### src/rtl/dtmr_err_pkg.sv
// Shared encodings and LFSR tap table for the Dynamic-TMR fault injector.
package dtmr_err_pkg;

    typedef enum logic [1:0] {
        ERR_OFF    = 2'b00,
        ERR_RANDOM = 2'b01,
        ERR_BURST  = 2'b10,
        ERR_STUCK  = 2'b11
    } err_mode_e;

    typedef enum logic [1:0] {
        IDLE    = 2'd0,
        BURST   = 2'd1,
        HOLDOFF = 2'd2
    } err_state_e;

    localparam int LFSR_W_MIN = 4;
    localparam int LFSR_W_MAX = 16;

    // Maximal-length Fibonacci taps, bit index 0-based from the LSB.
    function automatic logic [15:0] lfsr_taps(input int w);
        logic [15:0] t;
        unique case (w)
            4:       t = 16'h000C;
            5:       t = 16'h0014;
            6:       t = 16'h0030;
            7:       t = 16'h0060;
            8:       t = 16'h00B8;
            9:       t = 16'h0110;
            10:      t = 16'h0240;
            11:      t = 16'h0500;
            12:      t = 16'h0829;
            13:      t = 16'h100D;
            14:      t = 16'h2015;
            15:      t = 16'h6000;
            16:      t = 16'hD008;
            default: t = 16'h000C;
        endcase
        return t;
    endfunction

endpackage

### src/rtl/err_inj_mc_if.sv
// Control, command and status bundle of the fault injector.
interface err_inj_mc_if #(
    parameter int CMD_L   = 4,
    parameter int N_CH    = 2,
    parameter int PRESC_W = 4
);
    logic                    en;
    logic [1:0]              mode;
    logic [PRESC_W-1:0]      presc;
    logic [N_CH-1:0]         ch_mask;
    logic [3:0]              burst_len;
    logic                    in_valid;
    logic [N_CH*CMD_L-1:0]   cmd_raw;
    logic                    out_valid;
    logic [N_CH*CMD_L-1:0]   cmd_out;
    logic                    inj_active;
    logic [15:0]             inj_cnt;

    modport master (
        output en, mode, presc, ch_mask, burst_len, in_valid, cmd_raw,
        input  out_valid, cmd_out, inj_active, inj_cnt
    );

    modport slave (
        input  en, mode, presc, ch_mask, burst_len, in_valid, cmd_raw,
        output out_valid, cmd_out, inj_active, inj_cnt
    );
endinterface

### src/rtl/err_lfsr.sv
// Fibonacci shift-left LFSR with step enable; an all-zero seed is replaced by 1.
module err_lfsr
    import dtmr_err_pkg::*;
#(
    parameter int W    = 4,
    parameter int SEED = 5
) (
    input  logic         clk,
    input  logic         rst,
    input  logic         step_i,
    output logic [W-1:0] lfsr_o
);
    localparam logic [W-1:0] TAPS   = W'(lfsr_taps(W));
    localparam logic [W-1:0] SEED_W = W'(SEED);
    localparam logic [W-1:0] SEED_V = (SEED_W == '0) ? W'(1) : SEED_W;

    logic [W-1:0] lfsr_q, lfsr_d;

    assign lfsr_d = {lfsr_q[W-2:0], ^(lfsr_q & TAPS)};

    always_ff @(posedge clk or posedge rst) begin
        if (rst) begin
            lfsr_q <= SEED_V;
        end else if (step_i) begin
            lfsr_q <= lfsr_d;
        end
    end

    assign lfsr_o = lfsr_q;
endmodule

### src/rtl/err_inj_mc.sv
// Multi-lane LFSR-scheduled fault injector (random / burst / stuck-at).
// Define ERR_INJ_LOG_EN to build the saturating injected-beat counter.
module err_inj_mc
    import dtmr_err_pkg::*;
#(
    parameter int CMD_L     = 4,
    parameter int N_CH      = 2,
    parameter int LFSR_W    = 4,
    parameter int LFSR_SEED = 5,
    parameter int PRESC_W   = 4
) (
    input logic         clk,
    input logic         rst,
    err_inj_mc_if.slave bus
);
    err_mode_e              mode;
    logic [PRESC_W-1:0]     presc_q, presc_d;
    logic                   step;
    logic [LFSR_W-1:0]      lfsr;
    logic                   trig, trig_hi;
    err_state_e             state_q, state_d;
    logic [3:0]             bcnt_q, bcnt_d;
    logic [PRESC_W-1:0]     hcnt_q, hcnt_d;
    logic                   lat_hi_q, lat_hi_d;
    logic [2*N_CH-1:0]      lat_dl_q, lat_dl_d, dl_now;
    logic                   perturb, use_lat, stuck;
    logic [N_CH*CMD_L-1:0]  cmd_d, cmd_out_q;
    logic [N_CH-1:0]        lane_chg;
    logic                   inj_d, inj_q, out_valid_q;

    assign mode = err_mode_e'(bus.mode);

    assign step    = (presc_q == bus.presc);
    assign presc_d = step ? '0 : presc_q + 1'b1;

    err_lfsr #(
        .W    (LFSR_W),
        .SEED (LFSR_SEED)
    ) u_lfsr (
        .clk    (clk),
        .rst    (rst),
        .step_i (step),
        .lfsr_o (lfsr)
    );

    assign trig    = (lfsr[1:0] == 2'b11) || (lfsr[1:0] == 2'b00);
    assign trig_hi = (lfsr[1:0] == 2'b11);

    always_comb begin
        state_d  = state_q;
        bcnt_d   = bcnt_q;
        hcnt_d   = hcnt_q;
        lat_hi_d = lat_hi_q;
        lat_dl_d = lat_dl_q;
        if (!bus.en || mode != ERR_BURST) begin
            state_d = IDLE;
        end else begin
            unique case (state_q)
                IDLE: begin
                    if (bus.in_valid && trig) begin
                        state_d  = BURST;
                        lat_hi_d = trig_hi;
                        lat_dl_d = dl_now;
                        bcnt_d   = (bus.burst_len == 4'd0) ? 4'd1 : bus.burst_len;
                    end
                end
                BURST: begin
                    if (bus.in_valid) begin
                        bcnt_d = bcnt_q - 4'd1;
                        if (bcnt_q <= 4'd1) begin
                            state_d = HOLDOFF;
                            hcnt_d  = bus.presc;
                        end
                    end
                end
                HOLDOFF: begin
                    if (hcnt_q == '0) state_d = IDLE;
                    else              hcnt_d  = hcnt_q - 1'b1;
                end
                default: state_d = IDLE;
            endcase
        end
    end

    assign perturb = bus.en && ((mode == ERR_RANDOM && trig) ||
                                (mode == ERR_BURST && state_q == BURST));
    assign use_lat = (mode == ERR_BURST);
    assign stuck   = bus.en && (mode == ERR_STUCK);

    for (genvar c = 0; c < N_CH; c++) begin : g_lane
        localparam int HI  = (2*c + 3) % LFSR_W;
        localparam int LO  = (2*c + 2) % LFSR_W;
        localparam bit ODD = (c % 2) == 1;

        logic [CMD_L-1:0] raw, dlt, mod;
        logic             sub;

        assign dl_now[2*c +: 2] = {lfsr[HI], lfsr[LO]};
        assign raw = bus.cmd_raw[c*CMD_L +: CMD_L];
        assign dlt = CMD_L'(use_lat ? lat_dl_q[2*c +: 2] : dl_now[2*c +: 2]);
        // An 11 trigger subtracts on even lanes and adds on odd lanes.
        assign sub = (use_lat ? lat_hi_q : trig_hi) ^ ODD;

        always_comb begin
            mod = raw;
            if (bus.ch_mask[c]) begin
                if (stuck)        mod = '1;
                else if (perturb) mod = sub ? raw - dlt : raw + dlt;
            end
        end

        assign cmd_d[c*CMD_L +: CMD_L] = mod;
        assign lane_chg[c] = (mod != raw);
    end

    assign inj_d = bus.in_valid && (|lane_chg);

    always_ff @(posedge clk or posedge rst) begin
        if (rst) begin
            presc_q     <= '0;
            state_q     <= IDLE;
            bcnt_q      <= '0;
            hcnt_q      <= '0;
            lat_hi_q    <= 1'b0;
            lat_dl_q    <= '0;
            out_valid_q <= 1'b0;
            cmd_out_q   <= '0;
            inj_q       <= 1'b0;
        end else begin
            presc_q     <= presc_d;
            state_q     <= state_d;
            bcnt_q      <= bcnt_d;
            hcnt_q      <= hcnt_d;
            lat_hi_q    <= lat_hi_d;
            lat_dl_q    <= lat_dl_d;
            out_valid_q <= bus.in_valid;
            inj_q       <= inj_d;
            if (bus.in_valid) cmd_out_q <= cmd_d;
        end
    end

    assign bus.out_valid  = out_valid_q;
    assign bus.cmd_out    = cmd_out_q;
    assign bus.inj_active = inj_q;

`ifdef ERR_INJ_LOG_EN
    logic [15:0] cnt_q;

    always_ff @(posedge clk or posedge rst) begin
        if (rst) begin
            cnt_q <= '0;
        end else if (inj_d && cnt_q != 16'hFFFF) begin
            cnt_q <= cnt_q + 16'd1;
        end
    end

    assign bus.inj_cnt = cnt_q;
`else
    assign bus.inj_cnt = '0;
`endif
endmodule

### src/flat_wrapper.sv
// flat-port wrapper written by rule: the top's interface ports become plain ports
module err_inj_mc_flat import dtmr_err_pkg::*;
#(
    parameter int CMD_L     = 4,
    parameter int N_CH      = 2,
    parameter int LFSR_W    = 4,
    parameter int LFSR_SEED = 5,
    parameter int PRESC_W   = 4
)
  (clk, rst, bus_en, bus_mode, bus_presc, bus_ch_mask, bus_burst_len, bus_in_valid, bus_cmd_raw, bus_out_valid, bus_cmd_out, bus_inj_active, bus_inj_cnt);
  err_inj_mc_if #(.CMD_L(CMD_L), .N_CH(N_CH), .PRESC_W(PRESC_W)) bus_i ();
  input logic clk;
  input logic rst;
  input wire logic [$bits(bus_i.en)-1:0] bus_en;
  input wire logic [$bits(bus_i.mode)-1:0] bus_mode;
  input wire logic [$bits(bus_i.presc)-1:0] bus_presc;
  input wire logic [$bits(bus_i.ch_mask)-1:0] bus_ch_mask;
  input wire logic [$bits(bus_i.burst_len)-1:0] bus_burst_len;
  input wire logic [$bits(bus_i.in_valid)-1:0] bus_in_valid;
  input wire logic [$bits(bus_i.cmd_raw)-1:0] bus_cmd_raw;
  output wire logic [$bits(bus_i.out_valid)-1:0] bus_out_valid;
  output wire logic [$bits(bus_i.cmd_out)-1:0] bus_cmd_out;
  output wire logic [$bits(bus_i.inj_active)-1:0] bus_inj_active;
  output wire logic [$bits(bus_i.inj_cnt)-1:0] bus_inj_cnt;
  assign bus_i.en = bus_en;
  assign bus_i.mode = bus_mode;
  assign bus_i.presc = bus_presc;
  assign bus_i.ch_mask = bus_ch_mask;
  assign bus_i.burst_len = bus_burst_len;
  assign bus_i.in_valid = bus_in_valid;
  assign bus_i.cmd_raw = bus_cmd_raw;
  assign bus_out_valid = bus_i.out_valid;
  assign bus_cmd_out = bus_i.cmd_out;
  assign bus_inj_active = bus_i.inj_active;
  assign bus_inj_cnt = bus_i.inj_cnt;
  err_inj_mc #(.CMD_L(CMD_L), .N_CH(N_CH), .LFSR_W(LFSR_W), .LFSR_SEED(LFSR_SEED), .PRESC_W(PRESC_W)) u_core (.clk(clk), .rst(rst), .bus(bus_i));
endmodule
### config.mk
export PLATFORM = sky130hd
export DESIGN_NAME = err_inj_mc_flat
export DESIGN_NICKNAME = d
export VERILOG_FILES = /design/src/rtl/dtmr_err_pkg.sv /design/src/rtl/err_inj_mc_if.sv /design/src/rtl/err_lfsr.sv /design/src/rtl/err_inj_mc.sv /design/src/flat_wrapper.sv
export SDC_FILE = /design/constraint.sdc
export NUM_CORES = 1
export LEC_CHECK = 0
export BUFFER_PORTS_ARGS = -buffer_cell sky130_fd_sc_hd__buf_2
export CAP_MARGIN = 20
export CORE_MARGIN = 2
export CORE_UTILIZATION = 31
export CTS_CLUSTER_DIAMETER = 40
export DETAILED_ROUTE_END_ITERATION = 7
export GPL_TIMING_DRIVEN = 0
export PLACE_DENSITY = 0.61
export SYNTH_ARGS = -nofsm -noshare
export SYNTH_HDL_FRONTEND = slang
export SYNTH_HIERARCHICAL = 1
export SYNTH_SLANG_ARGS = --single-unit
### constraint.sdc
create_clock -name clk -period 3 [get_ports clk]
set_clock_uncertainty 0.1 [all_clocks]
set_input_delay 0.45 -clock clk [delete_from_list [all_inputs] [get_ports clk]]
set_output_delay 0.45 -clock clk [all_outputs]
set_load 0.01 [all_outputs]
# --- Yosys cells after proc, flatten, opt, wreduce, memory -nomap -nowiden ---
# Index checks and enable logic that the tools add are counted.
totals:
  input_bits: 24
  out_inout_bits: 26
  regBits: 33
  elab_cells: 85
op_classes:
  order_cmp: 1
  bitwise: 1
  addsub: 7
  reduce_logical: 22
  muxes: 26
  eq_ne: 18
op_table:
  columns: ["operator", "count"]
  rows:
  - ["4-bit two-way mux", 15]
  - ["4-bit case mux with 2 select lines", 2]
  - ["2-bit two-way mux", 7]
  - ["3-bit by 1-bit inequality test with 1-bit output (second input constant)", 3]
  - ["4-bit adder", 2]
  - ["2-bit == test (second input constant)", 4]
  - ["4-bit logical NOT", 2]
  - ["4-bit inequality test", 2]
  - ["4-bit AND reduction", 2]
  - ["4-bit by 1-bit subtractor with 4-bit output (second input constant)", 2]
  - ["4-bit subtractor", 2]
  - ["1-bit logical AND", 6]
  - ["2-bit inequality test (second input constant)", 3]
  - ["2-bit case mux with 3 select lines", 1]
  - ["5-bit AND reduction", 1]
  - ["4-bit by 1-bit adder with 4-bit output (second input constant)", 1]
  - ["2-bit by 1-bit == test with 1-bit output (second input constant)", 2]
  - ["4-bit == test", 1]
  - ["4-bit by 1-bit less-or-equal comparator with 1-bit output (second input constant)", 1]
  - ["2-bit logical NOT", 2]
  - ["2-bit by 1-bit inequality test with 1-bit output (second input constant)", 2]
  - ["2-bit nonzero test", 2]
  - ["4-bit XOR reduction", 1]
  - ["1-bit logical OR", 3]
  - ["other kinds (6)", 6]

# --- Logic depth before layout (Yosys ltp) ---
depth:
  depth_word: 11
  depth_mapped: 14
  mapped_depth_nobuf: 12

# --- Cells and area by module ---
# The synthesis kept the hierarchy.
modules_own_cells:
  columns: ["mod", "n_inst", "cells_per_inst", "area_each_um2", "seq_area_each_um2"]
  rows:
  - ["err_inj_mc", 1, 243, 2208.4, 725.7]
  - ["err_lfsr", 1, 14, 180.2, 102.6]

# --- Worst setup path after synthesis ---
# No wires, ideal clock.
synth_path:
  kind: "in2reg"
  start: "input bus_mode[1]"
  end: "register u_core.inj_q, in the netlist u_core/bus.inj_active"
  path_stages: 13
  path_buffers: 2
  path_slack_ps: 44
  setup_ps: 136
  arrival_time_ps: 2720
  required_time_ps: 2764
  cell_sequence: "buf_2 nand2b_1 buf_6 mux2_2 inv_1 ha_1 mux2_2 fa_1 xor2_1 nand3_1 o21ai_0 o31ai_1 a31oi_1"
synth_via:
  elab_chain_len: 10
  elab_cells_between_ends: 27
  classes_between: "add/sub (4); eq/ne (5); mux (11); reduce/logical (7)"
synth_rtl:
  columns: ["item", "line", "rtl"]
  rows:
  - ["start: declaration", "flat_wrapper.sv:15", "input wire logic [$bits(bus_i.mode)-1:0] bus_mode;"]
  - ["2-bit == test / 2-bit by 1-bit == test with 1-bit output (equally long branches)", "err_inj_mc.sv:86, err_inj_mc.sv:87, err_inj_mc.sv:85", null]
  - ["2-bit two-way mux, or another cell as far along", "err_inj_mc.sv:100", "assign dlt = CMD_L'(use_lat ? lat_dl_q[2*c +: 2] : dl_now[2*c +: 2]);"]
  - ["4-bit adder, or another cell as far along", "err_inj_mc.sv:108", "else if (perturb) mod = sub ? raw - dlt : raw + dlt;"]
  - ["4-bit two-way mux / 1-bit logical AND (equally long branches)", "err_inj_mc.sv:108, err_inj_mc.sv:85", null]
  - ["4-bit two-way mux", "err_inj_mc.sv:108", null]
  - ["4-bit two-way mux", "err_inj_mc.sv:107", "if (stuck) mod = '1;"]
  - ["4-bit two-way mux", "err_inj_mc.sv:106", "if (bus.ch_mask[c]) begin"]
  - ["4-bit inequality test", "err_inj_mc.sv:113", "assign lane_chg[c] = (mod != raw);"]
  - ["2-bit OR reduction *", "err_inj_mc.sv:116", "assign inj_d = bus.in_valid && (|lane_chg);"]
  - ["1-bit logical AND *", "err_inj_mc.sv:116", null]
  - ["named net u_core.inj_d", "err_inj_mc.sv:29", "logic inj_d, inj_q, out_valid_q;"]
  - ["end signal: assignment", "err_inj_mc.sv:137", "inj_q <= inj_d;"]
  - ["end: declaration", "err_inj_mc.sv:29", null]
# The timed path passes the listed nets; every way through them passes the cells marked *.
# A chain may end at the register's enable or synchronous reset.

# --- Worst setup path in the final report ---
layout_path:
  start: "input bus_mode[0]"
  end: "register u_core.inj_q, in the netlist u_core/bus.inj_active"
# The elaborated chain is that of the path after synthesis.

==> results.toml <==
[run_status]
status = "completed"

[placement]
place_congestion = 0.8028
dpl.hpwl_um = 3844
io_buffers = 32
placed_cell_area_mm2 = 0.002770

[logic_synthesis]
synth_edf_count = 0
synth_top_area_cell = "dfrtp_1"
syn_inst = 257
synth.distinct_cells = 50
netlist_area_mm2 = 0.002389
synth_top_area_share_pct = 32.48
ys_ff_latch = 33
yosysSeqAreaShare_pct = 34.68
yosysMostFrequentCell = "dfrtp_1"
ys.warnings.count = 6
synth_top_cells_by_area = "dfrtp_1 32%, ha_1 9.4%, buf_4 6.0%, mux2_2 5.2%, nor2_1 4.1%"
syn_avg_cell_area_um2 = 9.294
synth_common_cells = "31 x dfrtp_1, 26 x nor2_1, 23 x inv_1"
synth-async-reset-ratio_pct = 100.0
synth_ff_type = "dfrtp_1"

[timing]
fin_setup_tns_ns = 0
slew_viol_final = 0
timing.hold.ws_ns = 0.2012
fmax_ghz = 0.3478
hold_violations = 0
period_share_pct = 95.83
rsz0062_at_grt = "false"
post-route-min-period_ns = 2.875
tightest_slew_ns = 0.6886
setup_viol = 0
slew_headroom_pct = 53.74

[power]
ir_worst_vdd_v = 0.0003377
power-per-cell-area_mw_per_mm2 = 797.2
p_leak_nw = 1.425
p_clk_share_pct = 18.4
p_sw_share_pct = 38.19
power_mw = 2.362
power.internal_mw = 1.460
pwr-share-comb_pct = 50.9
pwr-share-seq_pct = 30.7
p_switching_uw = 902.1

[setup_path]
cp.depth = 14
crit_type = "in -> reg"
arrival_ns = 2.93
crit_buf_inv = 5
crit-reg2reg-launch = "u_core/u_lfsr/lfsr_o[0]"
path_max_fanout = 9
required_ns = 3.05
r2r_slack_ns = 0.20
crit_path_top_delay_cell = "fa_2"
slowest_delay_ns = 0.55
cp-end-kind = "flop"
r2r_end = "u_core/bus.cmd_out[7]"
start_kind = "input pin"
crit_path_start = "bus_mode[0]"
reg2reg_depth = 12
crit_top_cell = "inv_1"
cpLargestDelayFamily = "adder cells"
worstPathCellList = "clkbuf_4 -> nand2b_4 -> buf_6 -> mux2_4 -> inv_1 -> ha_1 -> inv_1 -> mux2i_2 -> fa_2 -> inv_1 -> a22oi_1 -> nor2_1 -> o41ai_2 -> a31oi_1"

[min_path]
hold_end = "u_core/bus.out_valid"
worstHoldStart = "bus_in_valid"
hold_path.class = "in -> reg"
hold_path_depth = 1

[floorplanning]
fp-row-count = 32
dieHeight_um = 91.78
die_w_um = 91.78
coreArea_mm2 = 0.007607
dieArea_mm2 = 0.008423
ioPinCount = 50
start_util_pct = 31.40

[clock_tree]
tritoncts = "yes"
cts_made_buffers = 5
clkSinkCount = 33
insertion_delay_ns = 0.28
cts_buffer_depth = 2
clk_pin_slew_ns = 0.07
h-tree-depth = 2
cts_root_buf = "clkbuf_8"

[finish]
num_antenna_cells = 0
syn2layout_area_growth_pct = 24.04
n_fill_cell = 795
design_area_mm2 = 0.002963
layout.nets = 359
multi_input_area_mm2 = 0.001405
drive_above_1_share_pct = 28.48
fin_util_pct = 38.95
ff_latch_area_um2 = 828.3

[global_routing]
grt_pass1_vias = 1888
grt_usage_pct = 12.25
overflow = 0
grt_pass1_wl_um = 8487
antenna_found_initial = 0
grt_max_degree = 22

[route]
drt_iter0_drc = 94
wl_per_cell_um = 11.62
finalWirelength_um = 4858
postRouteAntennaNets = 0
drc = 0
avgViaCountPerCell = 4.624
first_pass_iters = 7
vias = 1933

[flow_run]
cap_violations = 0
cell families (layout without fill, tap and decap cells):
logic type | after synthesis | count (layout) | share of synthesized area, %
DFF | 33 | 33 | 34.68
buffers and inverters | 49 | 93 | 11.05
AOI/OAI and AO/OA | 56 | 56 | 16.08
xor gates and xnor gates | 11 | 11 | 4.033
muxes | 20 | 20 | 8.958
and+or+nand+nor | 67 | 67 | 13.93
adders and majority gates | 20 | 20 | 11.11
other | 1 | 16 | 0.1570
what timing repair did:
action | 4_1_cts | 5_1_grt
hold buffers | 1 | 0
gates resized for setup | 0 | 12
buffers inserted | 0 | 1
endpoints found under the setup margin | 0 | 2
hold endpoints to repair | 2 | 0
state kept, by name, summed over array words and instances (netlist names):
register	flops
u_core/bus.cmd_out	8
u_core/bcnt_q	4
u_core/hcnt_q	4
u_core/lat_dl_q	4
u_core/presc_q	4
u_core/u_lfsr/lfsr_o	4
u_core/state_q	2
u_core/bus.inj_active	1
u_core/bus.out_valid	1
u_core/lat_hi_q	1
power groups by stage:
stage	clock network (mW)	registers (mW)	logic [mW]
2_1_floorplan	0	0.717	0.890
3_3_place_gp	0	0.731	1.07
3_5_place_dp	0	0.736	1.11
4_1_cts	0.452	0.727	1.11
5_1_grt	0.471	0.754	1.37
6_report	0.434	0.725	1.20
layer usage:
| layer | vias to the layer above | track usage (%) | routed length, um |
|---|---|---|---|
| li1 | 986 | - | - |
| met1 | 910 | 16.40 | 2364 |
| met5 | - | 0 | 0 |
| met3 | 5 | 2.629 | 187 |
| met2 | 32 | 19.91 | 2279 |
| met4 | 0 | 3.607 | 26 |
through the flow:
step                      cells  setup slack [ns]
final                       418            0.1250
after floorplan             272           0.04424
after global placement      406           -0.2564
after CTS                   417           0.02676
after global routing        418           0.01951
after detailed placement    408           -0.2715
how the worst max path moves through the flow:
stage,end,slack [ns]
global route,u_core/bus.inj_active,0.02
CTS,u_core/bus.cmd_out[7],0.03
finish,u_core/bus.inj_active,0.12
floorplan,u_core/bus.inj_active,0.04
detailed placement,u_core/bus.cmd_out[7],-0.27
global placement,u_core/bus.cmd_out[7],-0.26
placed cells by master, fill, tap and decap left out, types with 8 or more instances in the layout:
master,Yosys,layout
a21oi_1,10,9
mux2_2,11,10
buf_2,1,32
conb_1,1,16
nor2_1,26,26
nand3_1,9,9
mux2i_1,9,8
dfrtp_1,31,31
buf_4,19,20
nand2_1,9,9
ha_1,18,18
o21ai_0,11,11
inv_1,23,23
a31oi_1,9,9
cell type report:
class / instances / share of cell area (%)
buffer: 26 / 5.997
clock buffer: 6 / 2.787
sequential: 33 / 27.96
timing repair buffer: 36 / 7.348
tap: 102 / 4.307
inverter: 23 / 2.914
clock inverter: 2 / 1.267
multi-input combinational: 190 / 47.42
Note: power is estimated with default switching activity, not from simulation.
